### config.mk
export PLATFORM = sky130hd
export DESIGN_NAME = radar_sweep_ctrl_flat
export DESIGN_NICKNAME = d
export VERILOG_FILES = /design/src/rtl/radar_pkg.sv /design/src/rtl/radar_sweep_ctrl_if.sv /design/src/rtl/servo_pwm_gen.sv /design/src/rtl/radar_sweep_ctrl.sv /design/src/flat_wrapper.sv
export SDC_FILE = /design/constraint.sdc
export NUM_CORES = 1
export LEC_CHECK = 0
export BUFFER_PORTS_ARGS = -buffer_cell sky130_fd_sc_hd__buf_2
export CORE_ASPECT_RATIO = 1.5
export CORE_MARGIN = 10
export CORE_UTILIZATION = 45
export CTS_CLUSTER_SIZE = 25
export DETAILED_ROUTE_END_ITERATION = 10
export GPL_TIMING_DRIVEN = 0
export SYNTH_ARGS = -nofsm -noshare
export SYNTH_HDL_FRONTEND = slang
export SYNTH_SLANG_ARGS = --single-unit
### constraint.sdc
create_clock -name clk -period 2.43 [get_ports clk]
set_clock_uncertainty 0.1 [all_clocks]
set_input_delay 0.3645 -clock clk [delete_from_list [all_inputs] [get_ports clk]]
set_output_delay 0.3645 -clock clk [all_outputs]
set_load 0.01 [all_outputs]
### src/rtl/radar_pkg.sv
// Shared types and constants for the radar sweep controller.
package radar_pkg;

    localparam int unsigned DIST_W = 11;
    localparam int unsigned IDX_W  = 4;
    localparam logic [DIST_W-1:0] DIST_NONE = 11'h7FF;

    typedef enum logic [2:0] {
        StIdle,
        StSettle,
        StMeasure,
        StReport,
        StAdvance
    } state_e;

endpackage

### src/rtl/radar_sweep_ctrl_if.sv
// Measurement handshake and sample/summary bus of the sweep controller.
interface radar_sweep_ctrl_if;
    import radar_pkg::*;

    logic              meas_req;
    logic              meas_valid;
    logic [DIST_W-1:0] distance_cm;
    logic              sample_valid;
    logic [IDX_W-1:0]  sample_idx;
    logic [DIST_W-1:0] sample_cm;
    logic              sample_timeout;
    logic              sweep_done;
    logic [DIST_W-1:0] nearest_cm;
    logic [IDX_W-1:0]  nearest_idx;

    modport master (
        output meas_req, sample_valid, sample_idx, sample_cm, sample_timeout,
               sweep_done, nearest_cm, nearest_idx,
        input  meas_valid, distance_cm
    );

    modport slave (
        input  meas_req, sample_valid, sample_idx, sample_cm, sample_timeout,
               sweep_done, nearest_cm, nearest_idx,
        output meas_valid, distance_cm
    );

endinterface

### src/rtl/servo_pwm_gen.sv
// Free-running servo frame counter; pulse width is re-latched only at frame wrap.
module servo_pwm_gen import radar_pkg::*; #(
    parameter int unsigned SERVO_PERIOD = 20000,
    parameter int unsigned PULSE_MIN    = 1000,
    parameter int unsigned PULSE_STEP   = 80
) (
    input  logic             clk,
    input  logic             rst,
    input  logic [IDX_W-1:0] angle_idx,
    output logic             servo_pwm,
    output logic             wrap
);

    localparam int unsigned CNT_W = $clog2(SERVO_PERIOD + 1);

    logic [CNT_W-1:0] cnt_q;
    logic [CNT_W-1:0] width_q;
    logic [CNT_W-1:0] width_d;

    assign wrap      = (cnt_q == CNT_W'(SERVO_PERIOD - 1));
    assign width_d   = CNT_W'(PULSE_MIN + PULSE_STEP * 32'(angle_idx));
    assign servo_pwm = (cnt_q < width_q);

    always_ff @(posedge clk) begin
        if (rst) begin
            cnt_q   <= '0;
            width_q <= '0;
        end else if (wrap) begin
            cnt_q   <= '0;
            width_q <= width_d;
        end else begin
            cnt_q <= cnt_q + 1'b1;
        end
    end

endmodule

### src/rtl/radar_sweep_ctrl.sv
// Bouncing servo sweep: settle, measure, report one sample per position, summarise per sweep.
module radar_sweep_ctrl import radar_pkg::*; #(
    parameter int unsigned SERVO_PERIOD  = 20000,
    parameter int unsigned PULSE_MIN     = 1000,
    parameter int unsigned PULSE_STEP    = 80,
    parameter int unsigned N_POS         = 13,
    parameter int unsigned SETTLE_FRAMES = 3,
    parameter int unsigned MEAS_TIMEOUT  = 60000
) (
    input  logic                 clk,
    input  logic                 rst,
    input  logic                 enable,
    output logic                 servo_pwm,
    output logic [IDX_W-1:0]     angle_idx,
    radar_sweep_ctrl_if.master   bus
);

    localparam int unsigned SET_W = $clog2(SETTLE_FRAMES + 1);
    localparam int unsigned TMO_W = $clog2(MEAS_TIMEOUT + 1);

    state_e            state_q, state_d;
    logic [IDX_W-1:0]  idx_q, idx_d;
    logic              dir_up_q, dir_up_d;
    logic [SET_W-1:0]  settle_q, settle_d;
    logic [TMO_W-1:0]  tmo_q, tmo_d;
    logic [IDX_W-1:0]  smp_idx_q, smp_idx_d;
    logic [DIST_W-1:0] smp_cm_q, smp_cm_d;
    logic              smp_to_q, smp_to_d;
    logic [DIST_W-1:0] min_cm_q, min_cm_d;
    logic [IDX_W-1:0]  min_idx_q, min_idx_d;
    logic [DIST_W-1:0] near_cm_q, near_cm_d;
    logic [IDX_W-1:0]  near_idx_q, near_idx_d;
    logic              wrap;
    logic              at_end;

    servo_pwm_gen #(
        .SERVO_PERIOD (SERVO_PERIOD),
        .PULSE_MIN    (PULSE_MIN),
        .PULSE_STEP   (PULSE_STEP)
    ) u_pwm (
        .clk       (clk),
        .rst       (rst),
        .angle_idx (idx_q),
        .servo_pwm (servo_pwm),
        .wrap      (wrap)
    );

    assign at_end = dir_up_q ? (idx_q == IDX_W'(N_POS - 1)) : (idx_q == '0);

    always_ff @(posedge clk) begin
        if (rst) begin
            state_q <= StIdle;
        end else begin
            state_q <= state_d;
        end
    end

    always_ff @(posedge clk) begin
        if (rst) begin
            idx_q      <= '0;
            dir_up_q   <= 1'b1;
            settle_q   <= '0;
            tmo_q      <= '0;
            smp_idx_q  <= '0;
            smp_cm_q   <= '0;
            smp_to_q   <= 1'b0;
            min_cm_q   <= DIST_NONE;
            min_idx_q  <= '0;
            near_cm_q  <= DIST_NONE;
            near_idx_q <= '0;
        end else begin
            idx_q      <= idx_d;
            dir_up_q   <= dir_up_d;
            settle_q   <= settle_d;
            tmo_q      <= tmo_d;
            smp_idx_q  <= smp_idx_d;
            smp_cm_q   <= smp_cm_d;
            smp_to_q   <= smp_to_d;
            min_cm_q   <= min_cm_d;
            min_idx_q  <= min_idx_d;
            near_cm_q  <= near_cm_d;
            near_idx_q <= near_idx_d;
        end
    end

    always_comb begin
        state_d    = state_q;
        idx_d      = idx_q;
        dir_up_d   = dir_up_q;
        settle_d   = settle_q;
        tmo_d      = tmo_q;
        smp_idx_d  = smp_idx_q;
        smp_cm_d   = smp_cm_q;
        smp_to_d   = smp_to_q;
        min_cm_d   = min_cm_q;
        min_idx_d  = min_idx_q;
        near_cm_d  = near_cm_q;
        near_idx_d = near_idx_q;
        unique case (state_q)
            StIdle: begin
                if (enable) begin
                    state_d  = StSettle;
                    settle_d = '0;
                end
            end
            StSettle: begin
                if (wrap) begin
                    if (settle_q == SET_W'(SETTLE_FRAMES - 1)) begin
                        state_d = StMeasure;
                        tmo_d   = '0;
                    end else begin
                        settle_d = settle_q + 1'b1;
                    end
                end
            end
            StMeasure: begin
                tmo_d = tmo_q + 1'b1;
                // A result on the final timeout cycle still counts as a real measurement.
                if (bus.meas_valid) begin
                    state_d   = StReport;
                    smp_idx_d = idx_q;
                    smp_cm_d  = bus.distance_cm;
                    smp_to_d  = 1'b0;
                end else if (tmo_q == TMO_W'(MEAS_TIMEOUT - 1)) begin
                    state_d   = StReport;
                    smp_idx_d = idx_q;
                    smp_cm_d  = DIST_NONE;
                    smp_to_d  = 1'b1;
                end
            end
            StReport: begin
                state_d = StAdvance;
                if (smp_cm_q < min_cm_q) begin
                    min_cm_d  = smp_cm_q;
                    min_idx_d = smp_idx_q;
                end
            end
            StAdvance: begin
                // Reversal steps straight off the endpoint so it is not sampled twice.
                if (at_end) begin
                    dir_up_d   = ~dir_up_q;
                    near_cm_d  = min_cm_q;
                    near_idx_d = min_idx_q;
                    min_cm_d   = DIST_NONE;
                    min_idx_d  = '0;
                end
                idx_d = (dir_up_q ^ at_end) ? idx_q + 1'b1 : idx_q - 1'b1;
                if (enable) begin
                    state_d  = StSettle;
                    settle_d = '0;
                end else begin
                    state_d = StIdle;
                end
            end
            default: state_d = StIdle;
        endcase
    end

    always_comb begin
        angle_idx          = idx_q;
        bus.meas_req       = (state_q == StMeasure) && (tmo_q == '0);
        bus.sample_valid   = (state_q == StReport);
        bus.sample_idx     = smp_idx_q;
        bus.sample_cm      = smp_cm_q;
        bus.sample_timeout = smp_to_q;
        bus.sweep_done     = (state_q == StAdvance) && at_end;
        bus.nearest_cm     = near_cm_q;
        bus.nearest_idx    = near_idx_q;
    end

endmodule
### src/flat_wrapper.sv
// flat-port wrapper written by rule: the top's interface ports become plain ports
module radar_sweep_ctrl_flat import radar_pkg::*;
#(
    parameter int unsigned SERVO_PERIOD  = 20000,
    parameter int unsigned PULSE_MIN     = 1000,
    parameter int unsigned PULSE_STEP    = 80,
    parameter int unsigned N_POS         = 13,
    parameter int unsigned SETTLE_FRAMES = 3,
    parameter int unsigned MEAS_TIMEOUT  = 60000
)
  (clk, rst, enable, servo_pwm, angle_idx, bus_meas_req, bus_sample_valid, bus_sample_idx, bus_sample_cm, bus_sample_timeout, bus_sweep_done, bus_nearest_cm, bus_nearest_idx, bus_meas_valid, bus_distance_cm);
  radar_sweep_ctrl_if bus_i ();
  input  logic clk;
  input  logic rst;
  input  logic enable;
  output logic servo_pwm;
  output logic [IDX_W-1:0] angle_idx;
  output wire logic [$bits(bus_i.meas_req)-1:0] bus_meas_req;
  output wire logic [$bits(bus_i.sample_valid)-1:0] bus_sample_valid;
  output wire logic [$bits(bus_i.sample_idx)-1:0] bus_sample_idx;
  output wire logic [$bits(bus_i.sample_cm)-1:0] bus_sample_cm;
  output wire logic [$bits(bus_i.sample_timeout)-1:0] bus_sample_timeout;
  output wire logic [$bits(bus_i.sweep_done)-1:0] bus_sweep_done;
  output wire logic [$bits(bus_i.nearest_cm)-1:0] bus_nearest_cm;
  output wire logic [$bits(bus_i.nearest_idx)-1:0] bus_nearest_idx;
  input wire logic [$bits(bus_i.meas_valid)-1:0] bus_meas_valid;
  input wire logic [$bits(bus_i.distance_cm)-1:0] bus_distance_cm;
  assign bus_meas_req = bus_i.meas_req;
  assign bus_sample_valid = bus_i.sample_valid;
  assign bus_sample_idx = bus_i.sample_idx;
  assign bus_sample_cm = bus_i.sample_cm;
  assign bus_sample_timeout = bus_i.sample_timeout;
  assign bus_sweep_done = bus_i.sweep_done;
  assign bus_nearest_cm = bus_i.nearest_cm;
  assign bus_nearest_idx = bus_i.nearest_idx;
  assign bus_i.meas_valid = bus_meas_valid;
  assign bus_i.distance_cm = bus_distance_cm;
  radar_sweep_ctrl #(.SERVO_PERIOD(SERVO_PERIOD), .PULSE_MIN(PULSE_MIN), .PULSE_STEP(PULSE_STEP), .N_POS(N_POS), .SETTLE_FRAMES(SETTLE_FRAMES), .MEAS_TIMEOUT(MEAS_TIMEOUT)) u_core (.clk(clk), .rst(rst), .enable(enable), .servo_pwm(servo_pwm), .angle_idx(angle_idx), .bus(bus_i));
endmodule
# --- Word-level counts from Yosys, hierarchy flattened ---
# Index checks and enable logic that the tools add are counted.
# W data, S select, Z words.
word_totals:
  latch_bits: 0
  mem_bits_ro: 0
  mem_bits_rw: 0
  register_bits: 102
  output_inout_bits: 39
  mem_count: 0
classes:
  div_mod_pow: 0
  shifts: 0
  bitwise_logic: 2
  muxes: 28
  n_eq_ne: 16
  n_reduce_logical: 17
  n_lt_le_gt_ge: 2
  multipliers: 1
  addsub: 6
ops:
  columns: ["op", "n"]
  rows:
  - ["$mux W11", 4]
  - ["$mux W16", 2]
  - ["$pmux W16 S2", 1]
  - ["$pmux W11 S2", 1]
  - ["$mux W4", 5]
  - ["$add A16 B1 Y16 const B", 1]
  - ["$eq A16 B16 Y1 const B", 1]
  - ["$logic_not A16 Y1", 1]
  - ["$add A15 B1 Y15 const B", 1]
  - ["$eq A15 B15 Y1 const B", 1]
  - ["$lt A15 B15 Y1", 1]
  - ["$mux W3", 5]
  - ["$pmux W3 S5", 1]
  - ["$add A10 B11 Y12 const A", 1]
  - ["$lt A11 B11 Y1", 1]
  - ["$ne A2 B1 Y1 const B", 4]
  - ["$pmux W4 S2", 1]
  - ["$reduce_and A4 Y1", 2]
  - ["$reduce_bool A2 Y1", 4]
  - ["$mul A3 B4 Y7 const A", 1]
  - ["$eq A3 B2 Y1 const B", 2]
  - ["$mux W2", 3]
  - ["$ne A2 B2 Y1 const B", 3]
  - ["$reduce_and A3 Y1", 2]
  - ["other kinds (17)", 23]

# --- Longest topological paths before layout ---
# Gate-level depths: netlist (run 1).
logic_depth:
  word_depth: 4
  depth_mapped: 9

# --- Cells and area by module ---
# A second synthesis (run 1) with hierarchy kept.
unflattened:
  cells_unflattened: 555
  hier_area_um2: 5024.8
modules_own_cells:
  columns: ["mod", "area_per_inst_um2", "seq_area_each_um2", "n_inst", "cells_per_inst"]
  rows:
  - ["radar_sweep_ctrl", 3562.2, 1441.4, 1, 393]
  - ["servo_pwm_gen", 1462.7, 480.5, 1, 162]

# --- Worst setup path before layout (run 1) ---
# No wires, ideal clock.
synth_path:
  kind: "register to register"
  startpoint: "register u_core.idx_q[3] (netlist: u_core.angle_idx[3])"
  endpoint: "register u_core.idx_q[3] (netlist: u_core.angle_idx[3])"
  stages_incl_launch_ff: 10
  arrival_time_ps: 2028
  path_slack_ps: 186
  synth_period_minus_slack_ps: 2244
  path_cell_list: "dfxtp_1 clkbuf_1 nand4bb_1 o211ai_1 ha_1 a21o_1 a21oi_1 xnor2_1 a21oi_1 a31o_2"
synth_via:
  elab_chain_len: 4
synth_lines:
  columns: ["item", "line_no", "source"]
  rows:
  - ["from (decl)", "radar_sweep_ctrl.sv:22", "logic [IDX_W-1:0] idx_q, idx_d;"]
  - ["from (signal assigned)", "radar_sweep_ctrl.sv:72", "idx_q <= idx_d;"]
  - ["$eq A4 B4 Y1 or $logic_not A4 Y1 (tied branches)", "radar_sweep_ctrl.sv:48", "assign at_end = dir_up_q ? (idx_q == IDX_W'(N_POS - 1)) : (idx_q == '0);"]
  - ["$mux W1", "radar_sweep_ctrl.sv:48", null]
  - ["$xor A1 B1 Y1", "radar_sweep_ctrl.sv:147", "idx_d = (dir_up_q ^ at_end) ? idx_q + 1'b1 : idx_q - 1'b1;"]
  - ["$mux W4 (*)", "radar_sweep_ctrl.sv:147", null]
# Mark *: on every way between the ends. The rest lies on a longest branch, timed or not.
# A chain may end at the register's enable or synchronous reset.

# --- Worst setup path after layout (run 1) ---
layout_path:
  startpoint: "register u_core.u_pwm.cnt_q[11]"
  endpoint: "output servo_pwm"
layout_via:
  elab_chain_len: 1
layout_lines:
  columns: ["item", "line_no", "source"]
  rows:
  - ["from (decl)", "servo_pwm_gen.sv:16", "logic [CNT_W-1:0] cnt_q;"]
  - ["from (signal assigned)", "servo_pwm_gen.sv:32", "cnt_q <= cnt_q + 1'b1;"]
  - ["$lt A15 B15 Y1", "servo_pwm_gen.sv:22", "assign servo_pwm = (cnt_q < width_q);"]
  - ["to (decl)", "flat_wrapper.sv:16", "output logic servo_pwm;"]
# No other way between the ends.

==> impl_metrics.json, run 1 <==
{
  "status": "completed",
  "drive_above_1_share": 0.185,
  "synth_largest_area_cell": "dfxtp_1",
  "fin_hold_ws_ns": 0.205,
  "dp_hpwl_microns": 8940,
  "synth-async-reset-ratio": 0,
  "num_rows": 46,
  "viasPerCell": 5.14,
  "pwr-share-clk": 0.449,
  "place_area_sq_um": 5230,
  "slew_viol_final": 0,
  "cts_buffer_depth": 2,
  "p_int_mw": 2.33,
  "period_needed_ns": 2.33,
  "core-area_sq_um": 10500,
  "synth_cells": 567,
  "pwr_density_cell_nw_per_um2": 530,
  "combPwrFrac": 0.027,
  "max_slew_margin": 0.508,
  "synthToLayoutAreaGrowth_pct": 19.3,
  "irDropWorstVdd_uv": 367,
  "placed_cells": 764,
  "yosys-top-cells-count": "dfxtp_1, nor2_1, nand2_1",
  "critPathMaxStageDelay_ns": 0.43,
  "synth_compound_area_frac": 0.133,
  "synth_fa_ha_area_frac": 0.0843,
  "track_usage": 0.157,
  "finalSetupViolCount": 0,
  "die_area_sq_um": 15200,
  "crit_path_cell_trace": "ha_1 > or4_4 > a2111oi_4 > buf_2",
  "finalCritPeriodShare": 0.960,
  "synth_top_family_by_area": "simple AND/OR/NAND/NOR gates",
  "cp.arrival_ns": 1.87,
  "synth_top_cell_area_share": 0.402,
  "synth.area.top_cells": "dfxtp_1, ha_1, nor2_1",
  "avgRoutedWirePerCell_microns": 14.9,
  "worst_hold_path_type": "in2reg",
  "crit_required_ns": 1.97,
  "power_leakage_nw": 2.40,
  "rsz0062_at_grt": "no",
  "path_buf_inv": 1,
  "cp_slowest_cell": "or4_4",
  "cp-end-kind": "primary output",
  "synthMuxAreaShare": 0.0421,
  "syn_area_sq_um": 4780,
  "via_count": 4072,
  "stdcell_count": 792,
  "cp_max_fo": 5,
  "critPathTopFamily": "simple AND/OR/NAND/NOR gates",
  "ys_seq_area_frac": 0.402,
  "path_class": "reg2out",
  "synth_most_common_cell": "dfxtp_1",
  "tightest_slew_ns": 0.737,
  "ctsHoldBuffers": 0,
  "globalplace.congestion": 0.862,
  "max-cap-violations": 0,
  "drc_errors": 0,
  "grt_max_degree": 17,
  "ys_ff_latch": 96,
  "synthSimpleGateAreaFrac": 0.217,
  "clk_pin_slew_ns": 0.07,
  "synth-main-ff-cell": "dfxtp_1",
  "synth_edf_count": 0,
  "dr.pass1.iters": 4,
  "cp-start-kind": "register",
  "antenna_found_initial": 0,
  "fmax_mhz": 429,
  "port_buffers": 53,
  "syn_nets": 613,
  "fillers": 1013,
  "clockRootBuffer": "clkbuf_16",
  "synth-xor-area-share": 0.0586,
  "n_antenna_cell": 0,
  "power_frac_seq": 0.523,
  "drt_first_iter_violations": 109,
  "grt_pass1_wl_microns": 19900,
  "synthDistinctLibCells": 52,
  "io_pins": 54,
  "grt_pass1_vias": 4182,
  "p_switching_mw": 0.688,
  "wl_microns": 11800,
  "yosys_warnings": 0,
  "swShare": 0.228,
  "hold_violations": 0,
  "fin_nets": 689,
  "cts_tree": "built",
  "cts_sinks": 96,
  "start_util": 0.456,
  "ant_nets": 0,
  "grt.overflow.total": 0,
  "die-width_microns": 104,
  "insertion_delay_ns": 0.35,
  "cts_buffers": 9,
  "clock_tree.htree_level_count": 3,
  "dieHeight_microns": 146,
  "syn_area_per_cell_sq_um": 8.43,
  "final_design_area_no_fill_sq_um": 5700
}
[through the flow]
| step | utilization | total power, mW | worst slack, ns | TNS, ns |
|---|---|---|---|---|
| 2_1_floorplan | - | 1.67 | 0.186 | 0 |
| 3_3_place_gp | 0.499 | 1.70 | -0.120 | -3.70 |
| 3_5_place_dp | 0.499 | 1.70 | -0.166 | -5.16 |
| 4_1_cts | 0.535 | 3.06 | 0.0279 | 0 |
| 5_1_grt | 0.544 | 3.13 | 0.00338 | 0 |
| 6_report | 0.544 | 3.02 | 0.0983 | 0 |
[power groups by stage]
stage | Clock [mW] | Combinational (mW) | Sequential, mW
final | 1.36 | 0.0826 | 1.58
after global routing | 1.46 | 0.0919 | 1.58
after CTS | 1.40 | 0.0840 | 1.58
after detailed placement | 0 | 0.0830 | 1.62
after global placement | 0 | 0.0820 | 1.62
after floorplan | 0 | 0.0488 | 1.62
[cell usage in the layout, fill, tap and decap left out, types with 11 or more instances in the layout]
master,Yosys,final
nand2_1,58,58
buf_4,3,19
a211oi_1,26,26
a21oi_1,29,26
nor2_1,92,92
xnor2_1,22,22
mux2i_1,19,19
clkbuf_1,19,14
o211ai_1,11,11
ha_1,29,28
dfxtp_1,96,91
nand3_1,13,13
buf_2,3,55
inv_1,50,49
[worst paths after layout]
kind / start / to / slack [ns] / cells after the start
min reg2reg: u_core.bus.nearest_idx[2] / u_core.bus.nearest_idx[2] / 0.35 / 2
max: u_core.u_pwm.cnt_q[11] / servo_pwm / 0.1 / 4
min: bus_distance_cm[4] / u_core.bus.sample_cm[4] / 0.20 / 3
max reg2reg: u_core.u_pwm.cnt_q[0] / u_core.tmo_q[9] / 0.14 / 7
[kinds of logic after synthesis]
kind of cell    count (synthesis)
fa+ha+maj                      31
xor+xnor                       32
compound gates                 93
buf+inv                        76
simple gates                  219
flops                          96
mux                            20
[worst min-delay path: stages]
cell and delay (ns):
buf_2 0.10, nor2_1 0.09, a211oi_1 0.05
[routing by layer]
layer  global-route usage  share of wire  up-vias
li1                     -              -     2079
met2                0.297           0.54       59
met4               0.0573          0.019        0
met5                    0              0        -
met3               0.0335          0.031       18
met1                0.165           0.41     1916
[repair_timing]
action                                  in CTS  in global routing
pin swaps                                    3                  2
gates cloned                                 0                  0
resized for setup                           13                 18
buffers inserted                             7                  7
endpoints found under the setup margin      55                 46
[state kept, by name, summed over array words and instances (netlist names), 4 cells and up]
signal,cells
u_core.bus.nearest_idx,4
u_core.angle_idx,4
u_core.u_pwm.cnt_q,15
u_core.min_cm_q,11
u_core.bus.nearest_cm,11
u_core.u_pwm.width_q,9
u_core.bus.sample_cm,11
u_core.tmo_q,16
u_core.bus.sample_idx,4
u_core.min_idx_q,4
[layout make-up]
class,count,area (sq um),share of cell area
multi-input cells,395,2640,0.462
flip-flops and latches,96,1930,0.338
repair buffers,67,370,0.0650
clock buffers,11,243,0.0426
inverters,50,191,0.0336
well taps,144,180,0.0316
plain buffers,24,115,0.0202
clock inverters,5,38.8,0.00680
Note: power is estimated with default switching activity, not from simulation.
==> run 2: changes to the inputs <==
==> constraint.sdc (replaced) <==
create_clock -name clk -period 2.4 [get_ports clk]
set_clock_uncertainty 0.1 [all_clocks]
set_input_delay 0.24 -clock clk [delete_from_list [all_inputs] [get_ports clk]]
set_output_delay 0.24 -clock clk [all_outputs]
set_load 0.01 [all_outputs]
==> run 2 against run 1 <==
Clock power about the same. Combinational power increased by 1%. Register-to-register slack got worse by 0.04 ns. Die area unchanged. Sequential power about the same. Clock-buffer cell count unchanged. Largest cell class unchanged. Sequential share of layout area increased by 0.29 points. Design area decreased by 0.92%. Cell count decreased by 0.38%. First-iteration DRC count increased by 11%. Global-route usage decreased by 0.056 points. Critical endpoint unchanged.
==> impl_metrics.json, run 2 (synthesized netlist as in run 1, its figures left out) <==
{
  "status": "completed",
  "pwr_density_cell_nw_per_um2": 541,
  "die-width_microns": 104,
  "placed_cells": 764,
  "fin_nets": 686,
  "globalplace.congestion": 0.862,
  "regMostFlops": "u_core.tmo_q",
  "path_class": "reg2out",
  "drt_first_iter_violations": 121,
  "drive_above_1_share": 0.175,
  "crit_required_ns": 2.06,
  "viasPerCell": 5.15,
  "fmax_mhz": 435,
  "cp-end-kind": "primary output",
  "final_common_cell": "dfxtp_1",
  "cp.arrival_ns": 1.96,
  "grt_max_degree": 17,
  "final_cell_mix": "dfxtp_1, nor2_1, nand2_1, buf_2, inv_1",
  "port_buffers": 53,
  "num_rows": 46,
  "fin_util": 0.539,
  "fin_hold_ws_ns": 0.0816,
  "grt.overflow.total": 0,
  "worst_hold_path_type": "in2reg",
  "cts_buffers": 9,
  "max-cap-violations": 0,
  "cts_tree": "built",
  "dr.pass1.iters": 4,
  "finalSetupViolCount": 0,
  "largest_registers": "u_core.tmo_q (16), u_core.u_pwm.cnt_q (15)",
  "max_slew_margin": 0.453,
  "via_count": 4063,
  "grt_pass1_wl_microns": 19900,
  "wl_microns": 11700,
  "core-area_sq_um": 10500,
  "dp_slack_ns": -0.196,
  "avgRoutedWirePerCell_microns": 14.9,
  "dp_hpwl_microns": 8940,
  "cts_buffer_depth": 2,
  "track_usage": 0.157,
  "die_area_sq_um": 15200,
  "finalCritPeriodShare": 0.959,
  "start_util": 0.456,
  "clk_pin_slew_ns": 0.06,
  "ant_nets": 0,
  "irDropWorstVdd_uv": 376,
  "cp-start-kind": "register",
  "largest_reg_flops": 16,
  "place_area_sq_um": 5230,
  "synthToLayoutAreaGrowth_pct": 18.2,
  "dieHeight_microns": 146,
  "hold_violations": 0,
  "insertion_delay_ns": 0.35,
  "cts_sinks": 96,
  "slew_viol_final": 0,
  "clock_tree.htree_level_count": 3,
  "antenna_found_initial": 0,
  "io_pins": 54,
  "n_antenna_cell": 0,
  "drc_errors": 0,
  "setup-tns-final_ns": 0,
  "grt_pass1_vias": 4175,
  "finalPower_mw": 3.05,
  "period_needed_ns": 2.30,
  "stdcell_count": 789,
  "tightest_slew_ns": 0.819,
  "cp_max_fo": 5,
  "layout_setup_ws_ns": 0.0995,
  "final_design_area_no_fill_sq_um": 5650,
  "clockRootBuffer": "clkbuf_16",
  "power_leakage_nw": 2.39,
  "rsz0062_at_grt": "yes"
}
run 2: final timing paths:
path | depth (start not counted) | end | from | slack, ns
min | 3 | u_core.bus.sample_cm[8] | bus_distance_cm[8] | 0.08
min reg2reg | 2 | u_core.u_pwm.width_q[4] | u_core.u_pwm.width_q[4] | 0.35
max reg2reg | 9 | u_core.angle_idx[3] | u_core.angle_idx[0] | 0.1
max | 6 | servo_pwm | u_core.u_pwm.cnt_q[8] | 0.1
run 2: layout make-up:
cell class / count / area [sq um]
Clock inverter: 5 / 38.8
Timing Repair Buffer: 64 / 348
Inverter: 50 / 188
Multi-Input combinational cell: 395 / 2610
Clock buffer: 11 / 243
Buffer: 24 / 120
Tap cell: 144 / 180
Sequential cell: 96 / 1930
Fill cell: 1020 / 4830
run 2: metal layers:
metal | share of wire | track usage | up-vias
li1 | - | - | 2079
met5 | 0 | 0 | -
met1 | 0.41 | 0.164 | 1899
met3 | 0.033 | 0.0335 | 17
met4 | 0.017 | 0.0573 | 0
met2 | 0.54 | 0.297 | 68
run 2: timing repair:
item | CTS | global route
buffers inserted | 6 | 5
setup endpoints to repair | 57 | 51
pin swaps | 2 | 3
hold buffers | 0 | 0
resized for setup | 11 | 14
run 2: where the power goes:
group          total, mW  internal [mW]  switching (mW)
clock               1.37          0.741           0.627
combinational     0.0838         0.0252          0.0586
sequential          1.60           1.60         0.00432
total               3.05           2.36           0.690
run 2: worst max-delay path, stage by stage, from the launching register on:
cell       delay, ns
dfxtp_2         0.34
ha_1            0.31
a21o_1          0.19
a21oi_2         0.14
nor2_2          0.06
a2111oi_2       0.38
buf_2           0.20
==> run 3: changes to the inputs <==
- SYNTH_HIERARCHICAL: unset -> 1
==> run 3 against run 2 <==
The flow now finishes with violations (setup timing). Critical endpoint is now u_core/tmo_q[13]. Register-to-register slack got worse by 0.15 ns. Area after synthesis rose by 5.1%. Wire length rose by 6.4%.
==> impl_metrics.json, run 3 <==
{
  "io_pins": 54,
  "grt_pass1_wl_microns": 20500,
  "drc_errors": 0,
  "dr.pass1.iters": 4,
  "regMostFlops": "u_core/tmo_q",
  "cp_max_fo": 5,
  "syn_nets": 601,
  "cts_buffer_depth": 2,
  "start_util": 0.457,
  "antenna_found_initial": 0,
  "finalPower_mw": 3.10,
  "insertion_delay_ns": 0.34,
  "status": "complete, but fails checks",
  "synthToLayoutAreaGrowth_pct": 20.0,
  "layout_setup_ws_ns": -0.0519,
  "period_needed_ns": 2.45,
  "syn_area_per_cell_sq_um": 9.05,
  "irDropWorstVdd_uv": 413,
  "clock_tree.htree_level_count": 3,
  "ys_ff_latch": 96,
  "synthDistinctLibCells": 68,
  "drive_above_1_share": 0.225,
  "drt_first_iter_violations": 139,
  "finalCritPeriodShare": 1.02,
  "synth_most_common_cell": "dfxtp_1",
  "max_slew_margin": 0.638,
  "avgRoutedWirePerCell_microns": 15.8,
  "syn_area_sq_um": 5020,
  "synth_top_cell_area_share": 0.382,
  "tightest_slew_ns": 0.529,
  "clk_pin_slew_ns": 0.07,
  "synth_largest_area_cell": "dfxtp_1",
  "cts_sinks": 96,
  "path_class": "reg2reg",
  "via_count": 4238,
  "track_usage": 0.157,
  "grt_max_degree": 20,
  "worst_hold_path_type": "in2reg",
  "pwr_density_cell_nw_per_um2": 514,
  "cp.arrival_ns": 2.63,
  "finalSetupViolCount": 6,
  "power_leakage_nw": 2.40,
  "num_rows": 47,
  "cts_buffers": 9,
  "dieHeight_microns": 149,
  "yosys-top-cells-count": "dfxtp_1, nor2_1, inv_1",
  "dp_hpwl_microns": 9150,
  "globalplace.congestion": 0.767,
  "cp-end-kind": "register",
  "critPathMaxStageDelay_ns": 0.52,
  "final_cell_mix": "dfxtp_1, nor2_1, buf_2, inv_1, mux2i_1",
  "fin_nets": 682,
  "viasPerCell": 5.38,
  "synth_cells": 555,
  "clockRootBuffer": "clkbuf_16",
  "synth-async-reset-ratio": 0,
  "crit_required_ns": 2.58,
  "core-area_sq_um": 11000,
  "fillers": 1059,
  "final_common_cell": "dfxtp_1",
  "port_buffers": 53,
  "slew_viol_final": 0,
  "cp_slowest_cell": "or4_1",
  "wl_microns": 12500,
  "n_antenna_cell": 0,
  "ys_seq_area_frac": 0.382,
  "grt_pass1_vias": 4286,
  "ctsHoldBuffers": 0,
  "synth-main-ff-cell": "dfxtp_1",
  "yosys_warnings": 6,
  "hold_violations": 0,
  "largest_registers": "u_core/tmo_q (16), u_core/u_pwm/cnt_q (15)",
  "die-width_microns": 106,
  "fmax_mhz": 408,
  "max-cap-violations": 0,
  "die_area_sq_um": 15900,
  "largest_reg_flops": 16,
  "violations": "setup timing",
  "cp-start-kind": "register",
  "cts_tree": "built",
  "crit_path_cell_trace": "ha_4 > nand3_4 > nor4b_4 > and3_4 > nand4b_4 > a2111o_1 > or4_1 > a21oi_1",
  "synth.area.top_cells": "dfxtp_1, ha_1, mux2i_1",
  "fin_hold_ws_ns": 0.0792,
  "rsz0062_at_grt": "yes",
  "ant_nets": 0,
  "grt.overflow.total": 0,
  "synth_edf_count": 0
}
==> run 3: per-stage QoR <==
step,instance area (sq um),utilization,setup TNS [ns],setup WS (ns),std cells
6_report,6030,0.548,-0.147,-0.0519,788
5_1_grt,6030,0.548,-1.28,-0.188,788
4_1_cts,5930,0.539,-0.395,-0.124,782
3_5_place_dp,5520,0.502,-2.64,-0.313,755
3_3_place_gp,5520,0.502,-2.29,-0.288,755
2_1_floorplan,5070,-,-0.177,-0.0722,555
==> run 3: layout make-up <==
type | count | area (sq um) | share of cell area
Buffer | 26 | 150 | 0.0249
Sequential cell | 96 | 1930 | 0.321
Timing Repair Buffer | 71 | 408 | 0.0676
Clock inverter | 5 | 40.0 | 0.00664
Inverter | 43 | 161 | 0.0268
Tap cell | 147 | 184 | 0.0305
Multi-Input combinational cell | 389 | 2900 | 0.481
Clock buffer | 11 | 253 | 0.0419
==> run 3: worst max-delay path, delay by kind of cell, from the launching register on <==
kind | cells | cell delay [ns]
flip-flops | 1 | 0.35
AND/OR/NAND/NOR | 5 | 1.19
AO/OA/AOI/OAI | 2 | 0.57
adder cells (fa/ha/maj) | 1 | 0.16
==> run 3: worst paths after layout <==
path	from	to	slack (ns)	cells after the start
setup / recovery	u_core/u_pwm/cnt_q[0]	u_core/tmo_q[13]	-0.05	8
hold / removal	bus_distance_cm[6]	u_core/bus.sample_cm[6]	0.08	3
setup reg to reg	u_core/u_pwm/cnt_q[0]	u_core/tmo_q[13]	-0.05	8
hold reg to reg	u_core/u_pwm/width_q[3]	u_core/u_pwm/width_q[3]	0.35	2
==> run 3: report_power, final <==
| part | switching (mW) | total [mW] | internal [mW] |
|---|---|---|---|
| Sequential | 0.00695 | 1.60 | 1.60 |
| Combinational | 0.0586 | 0.0973 | 0.0387 |
| Clock | 0.634 | 1.40 | 0.765 |
==> run 3: kinds of logic (layout without fill, tap and decap cells) <==
logic type	Yosys count	after routing	share of synthesized area
simple gates	214	214	0.245
xor+xnor	21	21	0.0366
fa+ha+maj	31	31	0.0802
compound gates	90	91	0.127
mux	32	32	0.0640
flops	96	96	0.382
buf+inv	71	156	0.0650
==> run 3: timing repair <==
item | in CTS | in global routing
buffers inserted | 12 | 6
gates cloned | 1 | 0
gates resized for setup | 10 | 13
endpoints found under the setup margin | 17 | 25
pin swaps | 14 | 12
==> run 3: layer usage <==
metal / global-route usage / vias up / wire [microns]
li1: - / 2120 / -
met1: 0.164 / 2020 / 5120
met2: 0.295 / 77 / 6690
met3: 0.0344 / 21 / 435
met5: 0 / - / 0
met4: 0.0645 / 0 / 233
